===== src/rtl/sw_affine_pe_maxtrack.sv =====
// rtl/sw_affine_pe_maxtrack.sv - Smith-Waterman affine-gap systolic PE; best-score tracking enabled by SW_PE_MAXTRACK_EN
`timescale 1ns/1ps
module sw_affine_pe_maxtrack #(
  parameter int SCORE_W  = 10,
  parameter int SYM_W    = 2,
  parameter int COL_W    = 12,
  parameter int MATCH    = 10,
  parameter int MISMATCH = -2,
  parameter int GAP_OPEN = 2,
  parameter int GAP_EXT  = 1
) (
  input  logic               clk,
  input  logic               rst,
  input  logic               stall,
  input  logic [SCORE_W-1:0] V_in,
  input  logic [SCORE_W-1:0] F_in,
  input  logic [SYM_W-1:0]   T_in,
  input  logic [SYM_W-1:0]   S_in,
  input  logic               store_S_in,
  input  logic               init_in,
  input  logic [SCORE_W-1:0] init_V,
  input  logic [SCORE_W-1:0] init_E,
  output logic [SCORE_W-1:0] V_out,
  output logic [SCORE_W-1:0] E_out,
  output logic [SCORE_W-1:0] F_out,
  output logic [SYM_W-1:0]   S_out,
  output logic [SYM_W-1:0]   T_out,
  output logic               store_S_out,
  output logic               init_out,
  output logic [SCORE_W-1:0] max_score,
  output logic [COL_W-1:0]   max_col
);

  // Two guard bits keep every intermediate sum exact before saturation.
  localparam int WW = SCORE_W + 2;
  typedef logic signed [WW-1:0] wide_t;

  localparam wide_t SAT_HI     = wide_t'((2 ** (SCORE_W - 1)) - 1);
  localparam wide_t SAT_LO     = wide_t'(-(2 ** (SCORE_W - 1)));
  localparam wide_t MATCH_W    = wide_t'(MATCH);
  localparam wide_t MISMATCH_W = wide_t'(MISMATCH);
  localparam wide_t GO_W       = wide_t'(GAP_OPEN);
  localparam wide_t GE_W       = wide_t'(GAP_EXT);

  function automatic wide_t sext(input logic [SCORE_W-1:0] x);
    return wide_t'($signed(x));
  endfunction

  function automatic wide_t wmax(input wide_t a, input wide_t b);
    return (a > b) ? a : b;
  endfunction

  function automatic logic [SCORE_W-1:0] sat(input wide_t x);
    if (x > SAT_HI) return SAT_HI[SCORE_W-1:0];
    else if (x < SAT_LO) return SAT_LO[SCORE_W-1:0];
    else return x[SCORE_W-1:0];
  endfunction

  logic [SCORE_W-1:0] v_q, v_d, e_q, e_d, f_q, f_d, vdiag_q, vdiag_d;
  logic [SYM_W-1:0]   s_q, s_d, t_q, t_d;
  logic               store_q, store_d, init_q, init_d;

  wide_t              fn_w, en_w, diag_w, hn_w;
  logic [SCORE_W-1:0] fn, en, hn;
  logic               compute;

  assign compute = init_in & ~store_S_in;

  // Affine-gap recurrence: F from upstream, E from own previous cell, H = max of all with floor 0.
  always_comb begin
    fn_w   = wmax(sext(V_in) - GO_W, sext(F_in) - GE_W);
    en_w   = wmax(sext(v_q) - GO_W, sext(e_q) - GE_W);
    diag_w = sext(vdiag_q) + ((s_q == T_in) ? MATCH_W : MISMATCH_W);
    hn_w   = wmax(wmax('0, diag_w), wmax(en_w, fn_w));
    fn     = sat(fn_w);
    en     = sat(en_w);
    hn     = sat(hn_w);
  end

  // Next-state selection: init loads seeds, compute advances the cell, store-only holds scores.
  always_comb begin
    v_d     = v_q;
    e_d     = e_q;
    f_d     = f_q;
    vdiag_d = vdiag_q;
    s_d     = store_S_in ? S_in : s_q;
    t_d     = T_in;
    store_d = store_S_in;
    init_d  = init_in;
    if (!init_in) begin
      v_d     = init_V;
      e_d     = init_E;
      vdiag_d = init_V;
    end else if (compute) begin
      v_d     = hn;
      e_d     = en;
      f_d     = fn;
      vdiag_d = V_in;
    end
  end

  // Pipeline registers; stall freezes everything including pass-throughs.
  always_ff @(posedge clk or posedge rst) begin
    if (rst) begin
      v_q     <= '0;
      e_q     <= '0;
      f_q     <= '0;
      vdiag_q <= '0;
      s_q     <= '0;
      t_q     <= '0;
      store_q <= 1'b0;
      init_q  <= 1'b0;
    end else if (!stall) begin
      v_q     <= v_d;
      e_q     <= e_d;
      f_q     <= f_d;
      vdiag_q <= vdiag_d;
      s_q     <= s_d;
      t_q     <= t_d;
      store_q <= store_d;
      init_q  <= init_d;
    end
  end

  assign V_out       = v_q;
  assign E_out       = e_q;
  assign F_out       = f_q;
  assign S_out       = s_q;
  assign T_out       = t_q;
  assign store_S_out = store_q;
  assign init_out    = init_q;

`ifdef SW_PE_MAXTRACK_EN
  logic [COL_W-1:0]   col_q, col_d, max_col_q, max_col_d;
  logic [SCORE_W-1:0] max_q, max_d;

  // Column counter saturates; strict compare keeps the earliest column on ties.
  always_comb begin
    col_d     = col_q;
    max_d     = max_q;
    max_col_d = max_col_q;
    if (!init_in) begin
      col_d     = '0;
      max_d     = '0;
      max_col_d = '0;
    end else if (compute) begin
      col_d = (col_q == '1) ? col_q : col_q + COL_W'(1);
      if ($signed(hn) > $signed(max_q)) begin
        max_d     = hn;
        max_col_d = col_q;
      end
    end
  end

  // Best-score tracking registers.
  always_ff @(posedge clk or posedge rst) begin
    if (rst) begin
      col_q     <= '0;
      max_q     <= '0;
      max_col_q <= '0;
    end else if (!stall) begin
      col_q     <= col_d;
      max_q     <= max_d;
      max_col_q <= max_col_d;
    end
  end

  assign max_score = max_q;
  assign max_col   = max_col_q;
`else
  assign max_score = '0;
  assign max_col   = '0;
`endif

endmodule


===== config.mk =====
export PLATFORM = sky130hd
export DESIGN_NAME = sw_affine_pe_maxtrack
export DESIGN_NICKNAME = d
export VERILOG_FILES = /design/src/rtl/sw_affine_pe_maxtrack.sv
export SDC_FILE = /design/constraint.sdc
export NUM_CORES = 1
export LEC_CHECK = 0
export CAP_MARGIN = 20
export CORE_MARGIN = 10
export CORE_UTILIZATION = 45
export CTS_BUF_LIST = sky130_fd_sc_hd__clkbuf_4
export DETAILED_ROUTE_END_ITERATION = 12
export HOLD_SLACK_MARGIN = 0.06
export PLACE_DENSITY = 0.72
export SLEW_MARGIN = 20
export SYNTH_ARGS = -nofsm -noshare
export SYNTH_HDL_FRONTEND = slang
export SYNTH_SLANG_ARGS = --single-unit

===== constraint.sdc =====
create_clock -name clk -period 10.9 [get_ports clk]
set_input_delay 1.635 -clock clk [delete_from_list [all_inputs] [get_ports clk]]
set_output_delay 1.635 -clock clk [all_outputs]
set_load 0.005 [all_outputs]

==> results of run 1 <==
==> worst paths after layout <==
path / start / to / slack [ns]
max: V_in[1] / V_out[1] / 0.86
min: F_out[6] / F_out[6] / 0.50
max reg2reg: E_out[0] / V_out[1] / 1.84
min reg2reg: F_out[6] / F_out[6] / 0.50
max in group asynchronous: rst / F_out[7] / 8.71
min in group asynchronous: rst / vdiag_q[6] / 1.67
==> through the flow <==
stage | utilization | std cells | cell area [µm²]
2_1_floorplan | - | 679 | 5251
5_1_grt | 0.5441 | 875 | 6160
3_5_place_dp | 0.5337 | 865 | 6042
3_3_place_gp | 0.5337 | 865 | 6042
4_1_cts | 0.5413 | 873 | 6128
6_report | 0.5441 | 875 | 6160
==> cell families (layout without fill, tap and decap cells) <==
| logic type | after synthesis | in the layout | share of synthesized area |
|---|---|---|---|
| compound gates | 191 | 191 | 0.2382 |
| xor+xnor | 26 | 26 | 0.04551 |
| fa+ha+maj | 50 | 50 | 0.1191 |
| buf+inv | 82 | 134 | 0.07843 |
| flops | 46 | 46 | 0.2227 |
| mux | 26 | 26 | 0.05398 |
| other cells | 1 | 24 | 0.0007255 |
| simple gates | 235 | 235 | 0.2413 |
==> state kept, by name, summed over array words and instances, names as in the netlist <==
name	cells
V_out	10
T_out	2
vdiag_q	10
S_out	2
store_S_out	1
E_out	10
F_out	10
init_out	1
==> cell usage in the layout, fill, tap and decap left out, drive strengths merged, types with 18 or more instances in the layout <==
cell,synthesis,final
clkdlybuf4s50,0,84
a21oi,68,68
nor2,62,62
nand2,50,50
dfrtp,46,46
ha,42,42
inv,38,38
o21ai,29,29
conb,1,23
xnor2,18,18
==> layer usage <==
layer / up-vias / wire length, µm
li1: 2514 / -
met1: 2366 / 6995
met2: 182 / 8251
met3: 30 / 1160
met4: 0 / 495
met5: - / 0
==> worst register-to-register path, delay by kind of cell, from the launching register on <==
family | cells | cell delay (ns)
compound gates | 17 | 3.72
fa+ha+maj | 4 | 1.14
xor+xnor | 1 | 0.18
flops | 1 | 0.49
mux | 1 | 0.29
buf+inv | 4 | 0.73
simple gates | 11 | 2.42
==> final cells by class <==
cell class	instances	share of cell area
antenna	1	0.0004063
clock buffer	5	0.006094
clock inverter	3	0.007922
inverter	38	0.02336
multi-input combinational	551	0.6017
sequential	46	0.1869
tap	143	0.02905
timing repair buffer	88	0.1446
==> power by group <==
group          internal, µW  total, µW  switching (µW)
clock network          49.8        118            68.6
registers               209        259            50.3
logic                   409        950             540
total                   668       1330             659
==> flow_metrics.env, run 1 <==
export IMPL_start_util=0.4566
export IMPL_critPathTopFamily="compound AO/OA/AOI/OAI gates"
export IMPL_startpoint_type="input port"
export IMPL_tightest_slew_ns=0.8458
export IMPL_drive_gt1_frac=0.07387
export IMPL_grt_pass1_wl_um=26630
export IMPL_cts_buffers=5
export IMPL_cp_required_ns=11.18
export IMPL_firstDrtPassIters=5
export IMPL_max_cap_violations=0
export IMPL_cts_resized=0
export IMPL_reg2regPathDepth=38
export IMPL_clk_latency_ns=0.41
export IMPL_yosysTopAreaCellShare=0.2227
export IMPL_async_reset_ff_frac=1.000
export IMPL_grt_usage=0.2000
export IMPL_overflow=0
export IMPL_total_power_uw=1327
export IMPL_grt_max_degree=52
export IMPL_drtIter0Drc=424
export IMPL_post_cts_buffers=0
export IMPL_cts_root_buf="clkbuf_4"
export IMPL_ctsHoldBuffers=0
export IMPL_path_depth=32
export IMPL_synth_common_cells="68 x a21oi_1, 62 x nor2_1, 49 x nand2_1"
export IMPL_ios=107
export IMPL_areaGrowthSynthToFinish_pct=19.17
export IMPL_vias=5092
export IMPL_final_hold_viol_count=0
export IMPL_yosys_most_used_dff="dfrtp_1"
export IMPL_preCtsSetupSlack_ns=0.5301
export IMPL_die_w_um=127.2
export IMPL_h_tree_depth=2
export IMPL_synth_area_um2=5169
export IMPL_setup_ws_ns=0.8645
export IMPL_hold_path_cell_count=1
export IMPL_gp_congestion=0.8995
export IMPL_hpwl_um=14060
export IMPL_synth_top_area_cell="dfrtp_1"
export IMPL_fmax_mhz=99.65
export IMPL_clock_skew_ns=0.02367
export IMPL_setup_viol=0
export IMPL_ir_worst_vdd_v=0.0001176
export IMPL_core_area_um2=11320
export IMPL_path_class="input port to register"
export IMPL_grt_pass1_vias=5241
export IMPL_powerDensity_nw_per_um2=215.4
export IMPL_met2_usage=0.3490
export IMPL_wl_per_cell_um=19.32
export IMPL_grt_met3_usage=0.04342
export IMPL_clockBufferDepth=2
export IMPL_busiest_layer="met2"
export IMPL_die_area_um2=16170
export IMPL_slowest_delay_ns=0.68
export IMPL_drcViolationCount=0
export IMPL_multiInputGateArea_um2=3706
export IMPL_drt_total_wl_um=16900
export IMPL_nNetsFinal=822
export IMPL_crit_arrival_ns=10.32
export IMPL_rsz0062_at_grt="no"
export IMPL_grtUsageMet1=0.2330
export IMPL_drtAntennaViolNets=0
export IMPL_netlist_instances=657
export IMPL_synth_edff_count=0
export IMPL_syn_avg_cell_area_um2=7.867
export IMPL_synth_cell_types=73
export IMPL_path_buf_inv=3
export IMPL_yosys_warnings=0
export IMPL_period_minus_slack_ns=10.04
export IMPL_nFillCells=1111
export IMPL_vias_per_cell=5.819
export IMPL_leakage_uw=0.002576
export IMPL_min_path_type="register to register"
export IMPL_slowest_stage="o21ai_1"
export IMPL_setup_tns_ns=0
export IMPL_status="complete, no violations"
export IMPL_synth_most_common_cell="a21oi_1"
export IMPL_ys_ff_latch=46
export IMPL_antenna_found_initial=1
export IMPL_cts_tree="yes"
export IMPL_netlist_top_cells_area="dfrtp_1 22%, ha_1 10%, a21oi_1 6.6%, nor2_1 4.5%, nand2_1 3.6%"
export IMPL_period_share=0.9207
export IMPL_slew_headroom=0.4355
export IMPL_rows=39
export IMPL_ys_seq_area_frac=0.2227
export IMPL_cts_clk_slew_worst_paths_ns=0.17
export IMPL_worstPathMaxFanout=18
export IMPL_final_max_slew_viol_count=0
export IMPL_area_sequential_um2=1151
export IMPL_numClockSinks=46
export IMPL_hold_ws_ns=0.4983
export IMPL_end_kind="register"
export IMPL_path_common_cell="o21a_1"
export IMPL_portBuffers=84
export IMPL_chipHeight_um=127.2
(Power assumes the default switching activity.)
==> run 2: changes to the inputs <==
clock period = 10.3 ns   (was 10.9 ns; I/O delays follow)
==> run 2 against run 1 <==
  * Non-clock buffer count grew 3
  * Sequential power rose by 5%
  * Critical path depth rose by 1
  * Global-route usage hardly changed
  * Power is 3.5% higher
  * Critical endpoint is now V_out[5]
  * Largest cell class unchanged
  * Highest routed layer unchanged
==> flow_metrics.env, run 2 (same netlist as run 1, synthesis figures left out) <==
export IMPL_rrSetupSlack_ns=1.84
export IMPL_clk_latency_ns=0.40
export IMPL_vias=5209
export IMPL_period_minus_slack_ns=9.571
export IMPL_grt_usage=0.1998
export IMPL_setup_tns_ns=0
export IMPL_start_util=0.4566
export IMPL_reg2regPathDepth=37
export IMPL_status="complete, no violations"
export IMPL_cts_clk_slew_worst_paths_ns=0.15
export IMPL_nNetsFinal=825
export IMPL_clock_skew_ns=0.03766
export IMPL_path_common_cell="o21a_1"
export IMPL_setup_viol=0
export IMPL_ios=107
export IMPL_h_tree_depth=2
export IMPL_cts_root_buf="clkbuf_4"
export IMPL_layout_commonest_cell="clkdlybuf4s50_1"
export IMPL_final_util=0.5439
export IMPL_endpoint="V_out[5]"
export IMPL_hold_path_cell_count=1
export IMPL_hpwl_um=13910
export IMPL_startpoint_type="input port"
export IMPL_drcViolationCount=0
export IMPL_areaGrowthSynthToFinish_pct=19.12
export IMPL_layout_common_cells="84 x clkdlybuf4s50_1, 67 x a21oi_1, 62 x nor2_1"
export IMPL_crit_arrival_ns=9.83
export IMPL_grt_max_degree=52
export IMPL_core_area_um2=11320
export IMPL_path_buf_inv=2
export IMPL_die_area_um2=16170
export IMPL_powerDensity_nw_per_um2=223.0
export IMPL_antenna_found_initial=1
export IMPL_ir_worst_vdd_v=0.0001194
export IMPL_rows=39
export IMPL_grt_pass1_vias=5182
export IMPL_hold_ws_ns=0.4965
export IMPL_critPathLaunch="F_in[0]"
export IMPL_gp_congestion=0.9129
export IMPL_cp_required_ns=10.56
export IMPL_drive_gt1_frac=0.07766
export IMPL_die_w_um=127.2
export IMPL_period_share=0.9292
export IMPL_crit_reg2reg_launch="E_out[0]"
export IMPL_numClockSinks=46
export IMPL_slew_headroom=0.4512
export IMPL_chipHeight_um=127.2
export IMPL_final_hold_viol_count=0
export IMPL_slowest_delay_ns=0.57
export IMPL_drtIter0Drc=358
export IMPL_portBuffers=84
export IMPL_grt_pass1_wl_um=26470
export IMPL_path_class="input port to register"
export IMPL_slowest_stage="or4_4"
export IMPL_firstDrtPassIters=5
export IMPL_fmax_mhz=104.5
export IMPL_path_depth=33
export IMPL_critPathTopFamily="simple AND/OR/NAND/NOR gates"
export IMPL_tightest_slew_ns=0.8223
export IMPL_vias_per_cell=5.933
export IMPL_ctsHoldBuffers=0
export IMPL_reg2reg_to="V_out[5]"
export IMPL_min_path_type="register to register"
export IMPL_nFillCells=1095
export IMPL_cts_resized=0
export IMPL_end_kind="register"
export IMPL_clockBufferDepth=2
export IMPL_post_cts_buffers=0
export IMPL_drt_total_wl_um=16760
export IMPL_final_max_slew_viol_count=0
export IMPL_max_cap_violations=0
export IMPL_cts_tree="yes"
export IMPL_cts_buffers=5
export IMPL_overflow=0
export IMPL_wl_per_cell_um=19.09
export IMPL_worstPathMaxFanout=18
export IMPL_drtAntennaViolNets=0
export IMPL_leakage_uw=0.002576
export IMPL_rsz0062_at_grt="no"
run 2: changes by cell type in the layout (fill, tap and decap cells not counted), sizes merged:
cell,delta
clkinvlp,+1
buf,+3
bufinv,-1
run 2: where the power goes:
part           internal [µW]  switching, µW  leakage (µW)
combinational            435            571       0.00203
sequential               221           52.1      0.000519
clock                   27.4           66.9     0.0000278
total                    684            690       0.00258
run 2: area by class of cell:
cell class	count	area, µm²	share of cell area
well taps	143	178.9	0.02906
inverters	38	143.9	0.02337
repair buffers	91	913.4	0.1483
multi-input cells	551	3706	0.6019
flip-flops and latches	46	1151	0.1870
diodes	1	2.502	0.0004064
clock inverters	3	23.77	0.003861
clock buffers	5	37.54	0.006096
run 2: worst min-delay path by stage:
stage / from / to / slack, ns
after floorplan: F_out[3] / F_out[3] / 0.47
after global placement: init_out / init_out / 0.46
after detailed placement: F_out[6] / F_out[6] / 0.47
after CTS: F_out[6] / F_out[6] / 0.50
after global routing: F_out[6] / F_out[6] / 0.53
final: F_out[6] / F_out[6] / 0.50
run 2: through the flow:
| stage | power [µW] | setup WS [ns] | cells | cell area (µm²) |
|---|---|---|---|---|
| global placement | 1253 | 0.5724 | 868 | 6065 |
| floorplan | 950.1 | 1.141 | 679 | 5251 |
| finish | 1373 | 0.7289 | 878 | 6157 |
| global route | 1500 | 0.3033 | 878 | 6157 |
| CTS | 1366 | 0.8172 | 876 | 6126 |
| detailed placement | 1267 | 0.4063 | 868 | 6065 |
run 2: layer usage:
metal | track usage | wire length (µm) | vias up
met4 | 0.07703 | 513 | 0
met5 | 0 | 0 | -
met2 | 0.3487 | 8240 | 204
met1 | 0.2354 | 6760 | 2439
met3 | 0.03970 | 1243 | 32
li1 | - | - | 2534
run 2: worst reg2reg max path: cells and delay by family (launching register included):
| kind | cells | cell delay [ns] |
|---|---|---|
| adders and majority gates | 4 | 1.14 |
| xor gates and xnor gates | 1 | 0.17 |
| AOI/OAI and AO/OA | 16 | 2.88 |
| DFF | 1 | 0.50 |
| buffers and inverters | 3 | 0.43 |
| and+or+nand+nor | 12 | 2.94 |
| muxes | 1 | 0.31 |
==> run 3: changes to the inputs <==
GPL_TIMING_DRIVEN = 1   (was unset)
REMOVE_ABC_BUFFERS = 1   (was unset)
SLEW_MARGIN = 30   (was 20)
==> run 3 against run 2 <==
  * Hold slack got worse by 0.0015 ns
  * First-iteration DRC count increased by 5.6%
  * Setup slack got worse by 0.040 ns
  * Cell count increased by 0.11%
  * Critical path depth increased by 1
  * Global-route usage increased by 0.33 points
  * Combinational power about the same
  * Critical path type unchanged
==> flow_metrics.env, run 3 (same netlist as run 1, synthesis figures left out) <==
export IMPL_portBuffers=84
export IMPL_hold_ws_ns=0.4950
export IMPL_numClockSinks=46
export IMPL_fmax_mhz=104.0
export IMPL_setup_viol=0
export IMPL_final_util=0.5431
export IMPL_grt_max_degree=52
export IMPL_p_comb_frac=0.730
export IMPL_hpwl_um=13700
export IMPL_antenna_found_initial=0
export IMPL_switching_power_uw=694.8
export IMPL_rsz0062_at_grt="no"
export IMPL_area_sequential_um2=1151
export IMPL_crit_reg2reg_launch="E_out[0]"
export IMPL_grt_pass1_wl_um=27210
export IMPL_startpoint_type="input port"
export IMPL_preCtsSetupSlack_ns=0.4100
export IMPL_cts_tree="yes"
export IMPL_cts_root_buf="clkbuf_4"
export IMPL_switching_share=0.5007
export IMPL_tightest_slew_ns=0.6878
export IMPL_crit_arrival_ns=9.91
export IMPL_chipHeight_um=127.2
export IMPL_multiInputGateArea_um2=3706
export IMPL_setup_tns_ns=0
export IMPL_clock_power_share=0.073
export IMPL_ctsHoldBuffers=0
export IMPL_status="complete, no violations"
export IMPL_drive_gt1_frac=0.08016
export IMPL_drt_total_wl_um=17020
export IMPL_core_area_um2=11320
export IMPL_drtIter0Drc=378
export IMPL_path_class="input port to register"
export IMPL_firstDrtPassIters=5
export IMPL_cts_clk_slew_worst_paths_ns=0.17
export IMPL_clockBufferDepth=2
export IMPL_drcViolationCount=0
export IMPL_hold_path_cell_count=2
export IMPL_path_common_cell="o21a_1"
export IMPL_layout_common_cells="84 x clkdlybuf4s50_1, 67 x a21oi_1, 62 x nor2_1"
export IMPL_die_area_um2=16170
export IMPL_ios=107
export IMPL_setup_ws_ns=0.6889
export IMPL_cp_required_ns=10.60
export IMPL_clock_skew_ns=0.01841
export IMPL_antenna_cells=0
export IMPL_leakage_uw=0.002586
export IMPL_grt_usage=0.2030
export IMPL_nFillCells=1095
export IMPL_gp_congestion=1.048
export IMPL_clk_latency_ns=0.40
export IMPL_wl_per_cell_um=19.36
export IMPL_rrSetupSlack_ns=1.80
export IMPL_slowest_delay_ns=0.55
export IMPL_h_tree_depth=2
export IMPL_period_minus_slack_ns=9.611
export IMPL_reg2regPathDepth=37
export IMPL_areaGrowthSynthToFinish_pct=18.95
export IMPL_start_util=0.4566
export IMPL_ir_worst_vdd_v=0.00008973
export IMPL_vias=5237
export IMPL_period_share=0.9331
export IMPL_final_max_slew_viol_count=0
export IMPL_final_hold_viol_count=0
export IMPL_die_w_um=127.2
export IMPL_nNetsFinal=827
export IMPL_slowest_stage="o31ai_1"
export IMPL_critPathTopFamily="compound AO/OA/AOI/OAI gates"
export IMPL_slew_headroom=0.5366
export IMPL_worstPathMaxFanout=18
export IMPL_end_kind="register"
export IMPL_layout_commonest_cell="clkdlybuf4s50_1"
export IMPL_overflow=0
export IMPL_drtAntennaViolNets=0
export IMPL_seq_power_share=0.197
export IMPL_hold_path_endpoint="F_out[4]"
export IMPL_cts_resized=0
export IMPL_cts_buffers=5
export IMPL_post_cts_buffers=0
export IMPL_max_cap_violations=0
export IMPL_powerDensity_nw_per_um2=225.7
export IMPL_vias_per_cell=5.958
export IMPL_path_buf_inv=2
export IMPL_hold_path_startpoint="F_out[4]"
export IMPL_reg2reg_to="V_out[0]"
export IMPL_min_path_type="register to register"
export IMPL_p_int_uw=692.8
export IMPL_grt_pass1_vias=5119
export IMPL_rows=39
==> run 3: cell count changes in the layout (fill, tap and decap cells not counted), sizes merged <==
cell      before  now
buf            7    9
clkinvlp       2    0
clkbuf         5    6
clkinv         1    2
diode          1    0
==> run 3: how the worst max path moves through the flow <==
stage          startpoint  endpoint  slack (ns)  cells after the start
2_1_floorplan     F_in[0]  V_out[1]        0.91                     32
3_3_place_gp      F_in[0]  V_out[0]        0.63                     36
3_5_place_dp      F_in[0]  V_out[0]        0.41                     34
4_1_cts           F_in[0]  V_out[0]        0.80                     34
5_1_grt           F_in[0]  V_out[4]        0.14                     35
6_report          F_in[0]  V_out[0]        0.69                     34
==> run 3: cell type report <==
cell class                      instances  share of cell area
Multi-Input combinational cell        551              0.6028
Sequential cell                        46              0.1872
Timing Repair Buffer                   93              0.1477
Tap cell                              143             0.02910
Inverter                               38             0.02361
Clock buffer                            6            0.007326
Clock inverter                          2            0.002239
==> run 3: power groups by stage <==
| stage | clock network, µW | logic (µW) | registers, µW |
|---|---|---|---|
| after floorplan | 0 | 665 | 265 |
| after global placement | 0 | 982 | 273 |
| after detailed placement | 0 | 997 | 276 |
| after CTS | 103 | 1000 | 272 |
| after global routing | 108 | 1120 | 281 |
| final | 101 | 1010 | 273 |
==> run 3: tightest hold or removal path, cell delays in order, from the launching register on <==
cell and delay (ns):
dfrtp_1 0.37, nand2_1 0.04, o21ai_0 0.06
==> run 3: layer usage <==
metal	share of wire	global-route usage
met1	0.43	0.2516
met2	0.48	0.3493
met3	0.065	0.03515
met4	0.026	0.06497
met5	0	0
==> run 3: metrics by stage <==
| stage | power, µW | instances | instance area, µm² |
|---|---|---|---|
| 3_3_place_gp | 1255 | 871 | 6087 |
| 6_report | 1388 | 879 | 6148 |
| 2_1_floorplan | 930.1 | 635 | 4989 |
| 5_1_grt | 1507 | 879 | 6148 |
| 4_1_cts | 1378 | 879 | 6148 |
| 3_5_place_dp | 1273 | 871 | 6090 |
